File: config.mk
export PLATFORM = sky130hd
export DESIGN_NAME = booth_mult_arbiter_flat
export DESIGN_NICKNAME = d
export VERILOG_FILES = /design/src/rtl/booth_mult_arbiter_pkg.sv /design/src/rtl/booth_mult_arbiter_if.sv /design/src/rtl/booth_mult_arbiter_rr_arbiter.sv /design/src/rtl/booth_mult_arbiter.sv /design/src/flat_wrapper.sv
export SDC_FILE = /design/constraint.sdc
export NUM_CORES = 1
export LEC_CHECK = 0
export ABC_AREA = 0
export CAP_MARGIN = 20
export CORE_MARGIN = 2
export CORE_UTILIZATION = 25
export CTS_BUF_LIST = sky130_fd_sc_hd__clkbuf_8 sky130_fd_sc_hd__clkbuf_16
export DETAILED_ROUTE_END_ITERATION = 12
export PLACE_DENSITY_LB_ADDON = 0.05
export REMOVE_ABC_BUFFERS = 1
export SLEW_MARGIN = 20
export SYNTH_ARGS = -nofsm -noshare
export SYNTH_HDL_FRONTEND = slang
export SYNTH_SLANG_ARGS = --single-unit
File: constraint.sdc
create_clock -name clk -period 5.65 [get_ports clk]
set_input_delay 0.8475 -clock clk [delete_from_list [all_inputs] [get_ports clk]]
set_output_delay 0.8475 -clock clk [all_outputs]
set_load 0.1 [all_outputs]
File: src/rtl/booth_mult_arbiter_pkg.sv
// Shared state encoding and sizing helpers for the Booth multiplier arbiter.
package booth_mult_pkg;

    typedef enum logic [2:0] {
        IDLE = 3'd0,
        LOAD = 3'd1,
        RUN  = 3'd2,
        CAPT = 3'd3,
        RESP = 3'd4
    } state_e;

    function automatic int iters_of(input int width);
        return width / 2;
    endfunction

    function automatic int cnt_width(input int width);
        return $clog2(width / 2 + 1);
    endfunction

endpackage

File: src/rtl/booth_mult_arbiter_if.sv
// Request, response and core-control bundle between the requesters, the arbiter and the core.
interface booth_mult_if #(
    parameter int WIDTH = 32,
    parameter int NREQ  = 4,
    parameter int ID_W  = 2
);
    logic [NREQ-1:0]       req_valid;
    logic [NREQ-1:0]       req_ready;
    logic [NREQ*WIDTH-1:0] req_a;
    logic [NREQ*WIDTH-1:0] req_b;
    logic                  rsp_valid;
    logic                  rsp_ready;
    logic [ID_W-1:0]       rsp_id;
    logic [2*WIDTH-1:0]    rsp_product;
    logic                  core_load;
    logic                  core_en;
    logic [WIDTH-1:0]      core_a;
    logic [WIDTH-1:0]      core_b;
    logic [2*WIDTH-1:0]    core_product;

    modport slave (
        input  req_valid, req_a, req_b, rsp_ready, core_product,
        output req_ready, rsp_valid, rsp_id, rsp_product, core_load, core_en, core_a, core_b
    );

    modport master (
        output req_valid, req_a, req_b, rsp_ready, core_product,
        input  req_ready, rsp_valid, rsp_id, rsp_product, core_load, core_en, core_a, core_b
    );
endinterface

File: src/rtl/booth_mult_arbiter_rr_arbiter.sv
// Round-robin picker: the search starts one past the pointer and the first valid request wins.
module rr_arbiter #(
    parameter int NREQ = 4,
    parameter int ID_W = 2
) (
    input  logic [NREQ-1:0] req_i,
    input  logic [ID_W-1:0] ptr_i,
    output logic [NREQ-1:0] grant_o,
    output logic [ID_W-1:0] idx_o
);
    int              pos_s;
    logic [ID_W-1:0] cand_s;
    logic            found_s;

    // Scan all NREQ positions in rotated order, keeping the first hit.
    always_comb begin
        grant_o = '0;
        idx_o   = ptr_i;
        found_s = 1'b0;
        pos_s   = 0;
        cand_s  = '0;
        for (int k = 1; k <= NREQ; k++) begin
            pos_s  = (int'(ptr_i) + k) % NREQ;
            cand_s = ID_W'(pos_s);
            if (!found_s && req_i[cand_s]) begin
                grant_o[cand_s] = 1'b1;
                idx_o           = cand_s;
                found_s         = 1'b1;
            end else begin
                found_s = found_s;
            end
        end
    end
endmodule

File: src/rtl/booth_mult_arbiter.sv
// Shares one sequential radix-4 Booth core among NREQ requesters: grant, load, WIDTH/2 steps,
// capture, then hold the tagged product until the consumer takes it.
module booth_mult_arbiter
    import booth_mult_pkg::*;
#(
    parameter int WIDTH = 32,
    parameter int NREQ  = 4,
    parameter int ID_W  = 2
) (
    input  logic        clk,
    input  logic        reset,
    input  logic        en,
    output logic        busy,
    booth_mult_if.slave bus
);
    localparam int ITERS = iters_of(WIDTH);
    localparam int CNT_W = cnt_width(WIDTH);

    state_e             state_q, state_d;
    logic [CNT_W-1:0]   cnt_q, cnt_d;
    logic [ID_W-1:0]    id_q, id_d;
    logic [ID_W-1:0]    ptr_q, ptr_d;
    logic [ID_W-1:0]    rsp_id_q, rsp_id_d;
    logic [WIDTH-1:0]   a_q, a_d;
    logic [WIDTH-1:0]   b_q, b_d;
    logic [2*WIDTH-1:0] prod_q, prod_d;
    logic               rsp_valid_q, rsp_valid_d;
    logic [NREQ-1:0]    grant_s;
    logic [NREQ-1:0]    ready_s;
    logic [ID_W-1:0]    gidx_s;
    logic               active_s;
    logic               accept_s;

    rr_arbiter #(.NREQ(NREQ), .ID_W(ID_W)) u_rr_arbiter (
        .req_i   (bus.req_valid),
        .ptr_i   (ptr_q),
        .grant_o (grant_s),
        .idx_o   (gidx_s)
    );

    // Reset is synchronous, so grants and core strobes are also masked while it is asserted.
    assign active_s = reset && en;
    assign ready_s  = (active_s && (state_q == IDLE)) ? grant_s : '0;
    assign accept_s = |(ready_s & bus.req_valid);

    assign bus.req_ready   = ready_s;
    assign bus.core_load   = active_s && (state_q == LOAD);
    assign bus.core_en     = active_s && (state_q == RUN);
    assign bus.core_a      = a_q;
    assign bus.core_b      = b_q;
    assign bus.rsp_valid   = rsp_valid_q;
    assign bus.rsp_id      = rsp_id_q;
    assign bus.rsp_product = prod_q;
    assign busy            = (state_q != IDLE);

    // Next-state logic; the response handshake completes even while en is low.
    always_comb begin
        state_d     = state_q;
        cnt_d       = cnt_q;
        id_d        = id_q;
        ptr_d       = ptr_q;
        a_d         = a_q;
        b_d         = b_q;
        prod_d      = prod_q;
        rsp_id_d    = rsp_id_q;
        rsp_valid_d = rsp_valid_q;
        case (state_q)
            IDLE: begin
                if (accept_s) begin
                    a_d     = bus.req_a[int'(gidx_s) * WIDTH +: WIDTH];
                    b_d     = bus.req_b[int'(gidx_s) * WIDTH +: WIDTH];
                    id_d    = gidx_s;
                    ptr_d   = gidx_s;
                    state_d = LOAD;
                end else begin
                    state_d = IDLE;
                end
            end
            LOAD: begin
                if (active_s) begin
                    cnt_d   = '0;
                    state_d = RUN;
                end else begin
                    state_d = LOAD;
                end
            end
            RUN: begin
                if (active_s) begin
                    cnt_d = cnt_q + CNT_W'(1);
                    if (cnt_q == CNT_W'(ITERS - 1)) begin
                        state_d = CAPT;
                    end else begin
                        state_d = RUN;
                    end
                end else begin
                    state_d = RUN;
                end
            end
            CAPT: begin
                if (active_s) begin
                    prod_d      = bus.core_product;
                    rsp_id_d    = id_q;
                    rsp_valid_d = 1'b1;
                    state_d     = RESP;
                end else begin
                    state_d = CAPT;
                end
            end
            RESP: begin
                if (rsp_valid_q && bus.rsp_ready) begin
                    rsp_valid_d = 1'b0;
                    state_d     = IDLE;
                end else begin
                    state_d = RESP;
                end
            end
            default: begin
                state_d = IDLE;
            end
        endcase
    end

    // State and datapath registers; the pointer resets to NREQ-1 so requester 0 wins first.
    always_ff @(posedge clk) begin
        if (!reset) begin
            state_q     <= IDLE;
            cnt_q       <= '0;
            id_q        <= '0;
            ptr_q       <= ID_W'(NREQ - 1);
            a_q         <= '0;
            b_q         <= '0;
            prod_q      <= '0;
            rsp_id_q    <= '0;
            rsp_valid_q <= 1'b0;
        end else begin
            state_q     <= state_d;
            cnt_q       <= cnt_d;
            id_q        <= id_d;
            ptr_q       <= ptr_d;
            a_q         <= a_d;
            b_q         <= b_d;
            prod_q      <= prod_d;
            rsp_id_q    <= rsp_id_d;
            rsp_valid_q <= rsp_valid_d;
        end
    end
endmodule

File: src/flat_wrapper.sv
// flat-port wrapper written by rule: the top's interface ports become plain ports
module booth_mult_arbiter_flat import booth_mult_pkg::*;
#(
    parameter int WIDTH = 32,
    parameter int NREQ  = 4,
    parameter int ID_W  = 2
)
  (clk, reset, en, busy, bus_req_valid, bus_req_a, bus_req_b, bus_rsp_ready, bus_core_product, bus_req_ready, bus_rsp_valid, bus_rsp_id, bus_rsp_product, bus_core_load, bus_core_en, bus_core_a, bus_core_b);
  booth_mult_if #(.WIDTH(WIDTH), .NREQ(NREQ), .ID_W(ID_W)) bus_i ();
  input  logic clk;
  input  logic reset;
  input  logic en;
  output logic busy;
  input wire logic [$bits(bus_i.req_valid)-1:0] bus_req_valid;
  input wire logic [$bits(bus_i.req_a)-1:0] bus_req_a;
  input wire logic [$bits(bus_i.req_b)-1:0] bus_req_b;
  input wire logic [$bits(bus_i.rsp_ready)-1:0] bus_rsp_ready;
  input wire logic [$bits(bus_i.core_product)-1:0] bus_core_product;
  output wire logic [$bits(bus_i.req_ready)-1:0] bus_req_ready;
  output wire logic [$bits(bus_i.rsp_valid)-1:0] bus_rsp_valid;
  output wire logic [$bits(bus_i.rsp_id)-1:0] bus_rsp_id;
  output wire logic [$bits(bus_i.rsp_product)-1:0] bus_rsp_product;
  output wire logic [$bits(bus_i.core_load)-1:0] bus_core_load;
  output wire logic [$bits(bus_i.core_en)-1:0] bus_core_en;
  output wire logic [$bits(bus_i.core_a)-1:0] bus_core_a;
  output wire logic [$bits(bus_i.core_b)-1:0] bus_core_b;
  assign bus_i.req_valid = bus_req_valid;
  assign bus_i.req_a = bus_req_a;
  assign bus_i.req_b = bus_req_b;
  assign bus_i.rsp_ready = bus_rsp_ready;
  assign bus_i.core_product = bus_core_product;
  assign bus_req_ready = bus_i.req_ready;
  assign bus_rsp_valid = bus_i.rsp_valid;
  assign bus_rsp_id = bus_i.rsp_id;
  assign bus_rsp_product = bus_i.rsp_product;
  assign bus_core_load = bus_i.core_load;
  assign bus_core_en = bus_i.core_en;
  assign bus_core_a = bus_i.core_a;
  assign bus_core_b = bus_i.core_b;
  booth_mult_arbiter #(.WIDTH(WIDTH), .NREQ(NREQ), .ID_W(ID_W)) u_core (.clk(clk), .reset(reset), .en(en), .busy(busy), .bus(bus_i));
endmodule
==> results.txt <==
worst path cell trace: inv_1 -> ha_1 -> mux4_4 -> a221oi_1 -> nor2_1 -> a21oi_1 -> nor2_1 -> buf_4
Synth Area per Inst: 6.65 um2
Post-synth EDFFs: 0
CTS resizes: 0
area delta synth->final: 50.4%
Fill cells: 4722
PwrDens: 524 mW/mm2
Yosys top cell area share: 25.7%
hold_buf cts: 0
Max Root-Sink Buffers: 2
synth unique cells: 46
RSZ-0062 raised after global routing: no
Residual DRC: 0
startpoint types: flop
register area share after synthesis: 25.7%
Worst-Skew Late Latency: 0.45 ns
Die Area: 0.0463 mm2
Clock Skews: 0.00478 ns
asr flop ratio synth: 0%
PortBufs: 465
average routed wire per standard cell: 19.4 um
VDD IR max: 404 uV
Post-Syn Area: 0.0111 mm2
Initial Util: 25.3%
count leader, synth: nand2_1
max-cap violation count: 0
I/O Pins: 466
Setup CP Type: reg -> out
Final HPWL DP: 33.2 mm
die width: 215 um
max_slew headroom: 27.8%
setup bufs post-CTS: 0
Num Clock Sinks: 143
TritonCTS clock tree: done
Arr. time, crit path: 3.68 ns
Crit path largest cell delay: 1.01 ns
Place WS: 1.19 ns
synth top area cells: dfxtp_1, nand2_1, a211oi_1, mux2_2, a21oi_1
slowest CP cell: mux4_4
Post-synth top flop: dfxtp_1
Crit path top cell by count: nor2_1
worst r2r dst: u_core.bus.core_b[20]$_SDFFE_PN0P_
post-layout util: 38.0%
Crit. End Element: primary output
Worst EP required: 4.80 ns
H-tree depth: 4
fmax: 221 MHz
Total GRT Usage: 21.2%
Crit. Startpoint: u_core.ptr_q[1]$_SDFFE_PN1P_
Finish-stage setup viols: 0
post-route cell area: 0.0168 mm2
yosys warns: 0
initial antenna violation count: 11
reg2reg start: u_core.ptr_q[1]$_SDFFE_PN1P_
routed vias/inst: 5.10
met3 WL: 2.98 mm
Min Clock Period, post-route: 4.53 ns
r2r setup slk: 1.36 ns
DRT Pass-1 Iters: 5
largest net degree at the start of global routing: 259
routed vias: 13300
Overflow after GRT: 0
CP Max Fanout: 45
# rows: 77
LEAKAGE: 6.47 nW
Placer Congestion: 0.804
Hold Crit Start: u_core.bus.rsp_product[18]$_SDFFE_PN0P_
#FFs+latches synth: 143
hold path depth: 2
DR top layer: met5
R2R depth: 9
status: complete, no violations
layout cells sized above 1: 6.55%
period utilisation layout: 80.2%
Slew Limit Fails: 0
dpl cell area: 0.0161 mm2
Final ANT Viol Nets: 0
CORE AREA: 0.0441 mm2
global-route wire length before repair: 77.4 mm
measured slew at the worst slew-check pin: 1.08 ns
1st-iter DRT viols: 987
wire length on met2: 24.5 mm
Synth Instances: 1677
chip height: 215 um
end of the critical path: bus_req_ready[1]
M1 WL: 22.3 mm
worst min-delay path class: reg -> reg
root buf cell: clkbuf_16
NumNets Final: 2340
most frequent cells after synthesis: nand2_1, clkbuf_1, a21oi_1, dfxtp_1, a211oi_1
area leader, netlist: dfxtp_1
Routed WL: 50.6 mm
Clock transition at path regs: 0.06 ns
Final Hold Vio Count: 0
Worst Slack Setup Final: 1.12 ns
vias in the first global route: 12600
Num CTS Buffers: 17
[critical path: cells and delay by family (launching register included)]
family	cells	cell delay, ns
muxes	1	1.01
AOI/OAI and AO/OA	2	0.56
adders and majority gates	1	0.50
DFF	1	0.56
buffers and inverters	2	0.44
and+or+nand+nor	2	0.16
[worst min path at each step]
stage,endpoint,slack [ns]
2_1_floorplan,u_core.cnt_q[3]$_SDFFE_PN0P_,0.42
3_3_place_gp,u_core.bus.rsp_product[56]$_SDFFE_PN0P_,0.44
3_5_place_dp,u_core.bus.rsp_product[18]$_SDFFE_PN0P_,0.45
4_1_cts,u_core.bus.rsp_product[18]$_SDFFE_PN0P_,0.45
5_1_grt,u_core.bus.rsp_product[38]$_SDFFE_PN0P_,0.47
6_report,u_core.bus.rsp_product[18]$_SDFFE_PN0P_,0.45
[cell type report]
| class | count | area, um2 | area share, % |
|---|---|---|---|
| clock inverter | 12 | 178 | 1.06 |
| multi-input combinational | 1352 | 7620 | 45.4 |
| sequential | 143 | 2870 | 17.1 |
| antenna | 8 | 20.0 | 0.119 |
| inverter | 8 | 37.5 | 0.224 |
| tap | 592 | 741 | 4.42 |
| timing repair buffer | 480 | 4830 | 28.8 |
| clock buffer | 20 | 478 | 2.85 |
[registers in the layout, summed over array words and instances (netlist names)]
name,flops
u_core.bus.rsp_valid,1
u_core.bus.core_a,32
u_core.state_q,3
u_core.bus.rsp_product,64
u_core.id_q,2
u_core.ptr_q,2
u_core.cnt_q,5
u_core.bus.core_b,32
u_core.bus.rsp_id,2
[layout by cell type (no fill, tap or decap), types with 8 or more instances in the layout]
cell | Yosys | layout
mux2_2 | 66 | 65
buf_4 | 0 | 14
clkbuf_16 | 0 | 18
nand2_1 | 667 | 666
dfxtp_1 | 143 | 142
mux2i_1 | 70 | 70
a211oi_1 | 128 | 128
nor2_1 | 80 | 80
a22oi_1 | 67 | 67
diode_2 | 0 | 8
a21oi_1 | 143 | 143
clkdlybuf4s50_1 | 0 | 460
ha_1 | 10 | 10
a311oi_1 | 64 | 64
[logic make-up (layout without fill, tap and decap cells)]
family	after synthesis	count (layout)	synth area share, %
other	0	8	0
buffers and inverters	182	520	6.49
and+or+nand+nor	776	776	27.0
DFF	143	143	25.7
xor gates and xnor gates	2	2	0.157
muxes	139	139	13.6
AOI/OAI and AO/OA	425	425	26.0
adders and majority gates	10	10	1.12
[metal layers]
metal	GRT usage [%]	vias to the layer above
li1	-	6511
met1	27.5	6356
met2	35.3	430
met3	4.91	40
met4	5.66	6
met5	0	-
[through the flow]
step | TNS (ns) | hold slack, ns | total power, W | std cells
floorplan | -880.17 | 0.423 | 0.00609 | 1503
global placement | 0 | 0.441 | 0.00746 | 2574
CTS | 0 | 0.454 | 0.00884 | 2606
finish | 0 | 0.452 | 0.00879 | 2615
detailed placement | 0 | 0.446 | 0.00750 | 2574
global route | 0 | 0.470 | 0.00938 | 2614
[where the power goes]
part / leakage [nW] / internal (W) / switching, W
clock: 0.328 / 0.000792 / 0.000506
sequential: 1.16 / 0.00115 / 0.000103
combinational: 4.98 / 0.00227 / 0.00397
No activity file was read; power rests on OpenSTA's default activity.
